`src/rtl/mul_div_unit.sv`:
```
// Iterative RV32M-style multiply/divide unit.
// A request is accepted in IDLE, iterates one bit per cycle in CALC (XLEN cycles),
// applies sign correction in FIX and presents the result with a one-cycle done pulse.
// Divide-by-zero and signed overflow bypass CALC/FIX and finish right after acceptance.
//
// Ports:
//   clk     rising-edge clock
//   reset   asynchronous active-high reset
//   start   request, sampled only in IDLE
//   flush   synchronous abort of an in-flight operation (beats start in IDLE)
//   funct3  M-extension operation select
//   a, b    operands rs1/rs2, captured on the accepting edge
//   busy    high in CALC and FIX
//   done    one-cycle completion pulse
//   result  operation result, held until the next completion
module mul_div_unit #(
  parameter int unsigned XLEN = 32
) (
  input  logic            clk,
  input  logic            reset,
  input  logic            start,
  input  logic            flush,
  input  logic [2:0]      funct3,
  input  logic [XLEN-1:0] a,
  input  logic [XLEN-1:0] b,
  output logic            busy,
  output logic            done,
  output logic [XLEN-1:0] result
);

  localparam int unsigned CntW = $clog2(XLEN);
  localparam logic [CntW-1:0] CntLast = CntW'(XLEN - 1);
  localparam logic [XLEN-1:0] MinNeg  = {1'b1, {(XLEN-1){1'b0}}};

  typedef enum logic [1:0] {StIdle, StCalc, StFix, StDone} state_e;

  state_e              state_q, state_d;
  logic [2:0]          op_q;
  logic                neg_q;
  logic [CntW-1:0]     cnt_q;
  logic [2*XLEN-1:0]   acc_q;
  logic [XLEN-1:0]     opb_q;
  logic [XLEN-1:0]     result_q;

  // Operand decode on the request inputs
  logic            is_div, a_signed, b_signed, a_neg, b_neg;
  logic [XLEN-1:0] a_mag, b_mag;
  logic            div_zero, div_ovf, special, accept;
  logic [XLEN-1:0] special_res;
  logic            neg_d;

  assign is_div   = funct3[2];
  assign a_signed = is_div ? ~funct3[0] : (funct3[1:0] == 2'b01 || funct3[1:0] == 2'b10);
  assign b_signed = is_div ? ~funct3[0] : (funct3[1:0] == 2'b01);
  assign a_neg    = a_signed & a[XLEN-1];
  assign b_neg    = b_signed & b[XLEN-1];
  assign a_mag    = a_neg ? -a : a;
  assign b_mag    = b_neg ? -b : b;
  assign div_zero = is_div && (b == '0);
  assign div_ovf  = is_div && !funct3[0] && (a == MinNeg) && (b == '1);
  assign special  = div_zero || div_ovf;
  // REM/REMU return the dividend on /0; REM returns 0 on overflow, DIV returns a
  assign special_res = div_zero ? (funct3[1] ? a : '1) : (funct3[1] ? '0 : a);
  // Remainder follows the dividend's sign; products and quotients follow the xor
  assign neg_d    = (is_div && funct3[1]) ? a_neg : (a_neg ^ b_neg);
  assign accept   = (state_q == StIdle) && start && !flush;

  // Multiply step: low half holds the remaining multiplier bits, high half the partial sum
  logic [XLEN:0]     mul_sum;
  logic [2*XLEN-1:0] mul_next;
  assign mul_sum  = {1'b0, acc_q[2*XLEN-1:XLEN]} + (acc_q[0] ? {1'b0, opb_q} : '0);
  assign mul_next = {mul_sum, acc_q[XLEN-1:1]};

  // Restoring divide step: high half is the remainder, low half shifts dividend out/quotient in
  logic [XLEN:0]     div_shift, div_diff;
  logic              div_ge;
  logic [2*XLEN-1:0] div_next;
  assign div_shift = acc_q[2*XLEN-1:XLEN-1];
  assign div_diff  = div_shift - {1'b0, opb_q};
  assign div_ge    = div_shift >= {1'b0, opb_q};
  assign div_next  = {(div_ge ? div_diff[XLEN-1:0] : div_shift[XLEN-1:0]),
                      acc_q[XLEN-2:0], div_ge};

  // Sign correction applied on the FIX edge
  logic [2*XLEN-1:0] prod_fix;
  logic [XLEN-1:0]   quo_fix, rem_fix, fix_res;
  assign prod_fix = neg_q ? -acc_q : acc_q;
  assign quo_fix  = neg_q ? -acc_q[XLEN-1:0] : acc_q[XLEN-1:0];
  assign rem_fix  = neg_q ? -acc_q[2*XLEN-1:XLEN] : acc_q[2*XLEN-1:XLEN];

  always_comb begin
    fix_res = '0;
    if (op_q[2]) begin
      fix_res = op_q[1] ? rem_fix : quo_fix;
    end else begin
      fix_res = (op_q[1:0] == 2'b00) ? prod_fix[XLEN-1:0] : prod_fix[2*XLEN-1:XLEN];
    end
  end

  always_comb begin
    state_d = state_q;
    unique case (state_q)
      StIdle: if (accept) state_d = special ? StDone : StCalc;
      StCalc: begin
        if (flush)                 state_d = StIdle;
        else if (cnt_q == CntLast) state_d = StFix;
      end
      StFix:  state_d = flush ? StIdle : StDone;
      StDone: state_d = StIdle;
    endcase
  end

  always_ff @(posedge clk or posedge reset) begin
    if (reset) begin
      state_q  <= StIdle;
      op_q     <= '0;
      neg_q    <= 1'b0;
      cnt_q    <= '0;
      acc_q    <= '0;
      opb_q    <= '0;
      result_q <= '0;
    end else begin
      state_q <= state_d;
      if (accept) begin
        op_q  <= funct3;
        neg_q <= neg_d;
        cnt_q <= '0;
        acc_q <= {{XLEN{1'b0}}, a_mag};
        opb_q <= b_mag;
        if (special) result_q <= special_res;
      end else if (state_q == StCalc && !flush) begin
        cnt_q <= cnt_q + 1'b1;
        acc_q <= op_q[2] ? div_next : mul_next;
      end else if (state_q == StFix && !flush) begin
        result_q <= fix_res;
      end
    end
  end

  assign busy   = (state_q == StCalc) || (state_q == StFix);
  assign done   = (state_q == StDone);
  assign result = result_q;

endmodule

```
`config.mk`:
```
export PLATFORM = sky130hd
export DESIGN_NAME = mul_div_unit
export DESIGN_NICKNAME = d
export VERILOG_FILES = /design/src/rtl/mul_div_unit.sv
export SDC_FILE = /design/constraint.sdc
export NUM_CORES = 1
export LEC_CHECK = 0
export BUFFER_PORTS_ARGS = -buffer_cell sky130_fd_sc_hd__buf_2
export CAP_MARGIN = 20
export CELL_PAD_IN_SITES_DETAIL_PLACEMENT = 0
export CELL_PAD_IN_SITES_GLOBAL_PLACEMENT = 1
export CORE_MARGIN = 8
export CORE_UTILIZATION = 50
export CTS_CLUSTER_DIAMETER = 120
export DETAILED_ROUTE_END_ITERATION = 10
export GPL_ROUTABILITY_DRIVEN = 0
export PLACE_DENSITY_LB_ADDON = 0.1
export SETUP_SLACK_MARGIN = 0.3
export SYNTH_ARGS = -nofsm -noshare
export SYNTH_HDL_FRONTEND = slang
export SYNTH_SLANG_ARGS = --single-unit
```
`constraint.sdc`:
```
create_clock -name clk -period 11.9 [get_ports clk]
set_clock_uncertainty 0.2 [all_clocks]
set_input_delay 2.38 -clock clk [delete_from_list [all_inputs] [get_ports clk]]
set_output_delay 2.38 -clock clk [all_outputs]
set_load 0.02 [all_outputs]
```
==> metrics.csv <==
metric;value;unit
status;finished, final reports clean;
clock root buffer master;clkbuf_16;
yosys warns;0;
count of buffers from port buffering;104;
Slew Viols, Final;0;
Routed WL;53600;um
fin crit share;48.1;%
GRT Total Usage;30.8;%
GR Overflow Total;0;
crit path DAT;5.83;ns
Fillers;2781;
crit path max-delay cell type;or4_4;
Die X-Extent;186;um
Post-synth EDFFs;0;
Main synth FF type;dfrtp_1;
slew margin rel.;24.8;%
nets@finish;2061;
Clock Pin Slew Worst Setup and Hold Paths;0.07;ns
pre-CTS WS;5.83;ns
die area;34400;um^2
fmax;175;MHz
Syn Std Cell Area;14400;um^2
post-CTS sizing;0;
asr flop ratio synth;100;%
Worst path max stage delay;0.57;ns
Post-Syn Area per Cell;7.55;um^2
initial antenna violation count;0;
Setup TNS Final;0;ns
top-level port count;105;
Worst EP required;12.01;ns
cts hold-fix bufs;0;
critical path class;in2reg;
Compound-Gate Fraction of Synth Area;28.1;%
drt drc;0;
CP startpoint kind;primary input;
cell area after layout;15700;um^2
drt via density;6.45;
sequence of cells on the critical path;buf_2 -> or4_4 -> or4_4 -> nor4_2 -> nand2_1 -> o21ai_1 -> nand2_1 -> nand2_2 -> buf_4 -> nand3_1 -> o32a_1;
static leakage;6.60;nW
pwr dens;311;nW/um^2
placed cell area;15000;um^2
Worst Setup End Kind;flip-flop;
routed via count;14900;
1st-iter DRT viols;1355;
post-synthesis cell count;1902;
antenna cells;0;
Max Root-Sink Buffers;2;
post-CTS setup repair buffer count;0;
final hold viol count;0;
sequential area share after synthesis;24.2;%
Post-Synth Simple-Gate Area;19.7;%
number of global-route vias before repair;14100;
total core area;28500;um^2
Min-Delay Path Class;reg2reg;
Crit Path Max Fanout;63;
worst skew pair latency;0.43;ns
DR WL/cell;23.2;um
RSZ-0062 raised after global routing;no;
Final WS setup;6.18;ns
starting density of the core;50.5;%
CTS Buf Count;17;
maximum vdd drop;284;uV
flops & latches, synth;139;
setup violators final;0;
fraction of layout cells with a size suffix above 1;9.88;%
syn nets;2052;
minimum clock period;5.72;ns
antenna-violating nets left;0;
Rows;62;
adder and majority gate portion of the synthesized area;7.05;%
first-pass GRT wire length;82000;um
HPWL Detailed;39900;um
post-synthesis mux area share;3.74;%
largest net degree at the start of global routing;98;
clk sinks;139;
slew of the pin with the lowest slew margin;1.13;ns
H-tree depth;4;
XOR/XNOR Fraction of Synth Area;11.6;%
Layout area overhead;8.98;%
CTS tree;yes;
Cell variety after synth;82;
die height;186;um
length of the first detailed-routing pass in iterations;5;
Max-Cap Viols;0;
largest family of logic cells by synthesized area;compound AO/OA/AOI/OAI gates;
==> placed cells by master (no fill, tap or decap), drive strengths merged, types with 6 or more instances in the layout <==
master and count:
nor2 204, a21oi 194, nand2 186, o21ai 151
dfrtp 139, buf 122, xnor2 99, xor2 91
ha 77, inv 76, a211oi 49, mux2i 48
nor3 35, nand4 32, a21o 31, o31ai 28
nand3 24, or3 21, or4 20, a31oi 19
clkbuf 19, nor4 18, o21a 17, o22ai 16
o211ai 16, nand2b 16, o41ai 14, o21bai 13
nor2b 12, o221ai 12, a22oi 12, and2 7
a32o 7, a41oi 7, and3 6, o22a 6
==> state kept, by name, summed over array words and instances, names as in the netlist <==
signal   cells
cnt_q        5
state_q      2
op_q         3
neg_q        1
acc_q       64
result      32
opb_q       32
==> through the flow <==
| stage | util [%] | power (mW) | instances | hold WS [ns] |
|---|---|---|---|---|
| after detailed placement | 52.7 | 4.20 | 2275 | 0.271 |
| after CTS | 54.9 | 4.80 | 2307 | 0.286 |
| after global routing | 55.0 | 5.20 | 2308 | 0.309 |
| final | 55.0 | 4.87 | 2308 | 0.282 |
| after floorplan | - | 3.28 | 1902 | 0.250 |
| after global placement | 52.7 | 4.17 | 2275 | 0.265 |
==> synthesized netlist by cell type (48+ instances only) <==
master    number  area [um^2]
nor2_1       203          762
a21oi_1      193          966
nand2_1      186          698
dfrtp_1      139         3480
o21ai_0      132          661
clkbuf_1     100          375
xnor2_1       99          867
xor2_1        91          797
ha_1          77          963
inv_1         71          267
a211oi_1      48          360
mux2i_1       48          480
==> layout make-up <==
type / instances / area (um^2) / area share, %
multi-input combinational: 1560 / 10100 / 64.7
sequential: 139 / 3480 / 22.2
timing repair buffer: 122 / 676 / 4.31
tap: 384 / 480 / 3.07
clock buffer: 19 / 443 / 2.83
inverter: 71 / 272 / 1.73
clock inverter: 13 / 183 / 1.17
==> routing by layer <==
layer | vias to the layer above | track usage [%] | share of wire [%]
li1 | 6931 | - | -
met1 | 7081 | 37.7 | 39
met2 | 719 | 48.9 | 45
met3 | 156 | 4.63 | 7.5
met4 | 0 | 22.2 | 7.9
met5 | - | 0 | 0
==> worst max-delay path: cells and delay by family <==
kind,cells,cell delay (ns)
AO/OA/AOI/OAI,2,0.57
buffers and inverters,2,0.66
AND/OR/NAND/NOR,7,2.17
==> power by group <==
group	total, mW	internal [mW]	switching (mW)
sequential	1.06	0.690	0.375
clock	0.589	0.342	0.247
combinational	3.21	1.21	2.00
total	4.87	2.25	2.62
==> cells by family after synthesis <==
kind of cell | after synthesis
buffers and inverters | 203
DFF | 139
xor gates and xnor gates | 190
adders and majority gates | 80
AOI/OAI and AO/OA | 636
muxes | 52
and+or+nand+nor | 602
==> path summary, 6_finish.rpt <==
path | cells past startpoint | slack (ns) | to | from
setup / recovery | 11 | 6.18 | result[27]$_DFFE_PP0P_ | b[6]
hold / removal | 2 | 0.28 | opb_q[18]$_DFFE_PP0P_ | opb_q[18]$_DFFE_PP0P_
setup reg to reg | 13 | 7.47 | acc_q[62]$_DFFE_PP0P_ | acc_q[0]$_DFFE_PP0P_
hold reg to reg | 2 | 0.28 | opb_q[18]$_DFFE_PP0P_ | opb_q[18]$_DFFE_PP0P_
max in group asynchronous | 3 | 8.21 | neg_q$_DFFE_PP0P_ | reset
min in group asynchronous | 2 | 1.94 | result[19]$_DFFE_PP0P_ | reset
Note: power is estimated with default switching activity, not from simulation.
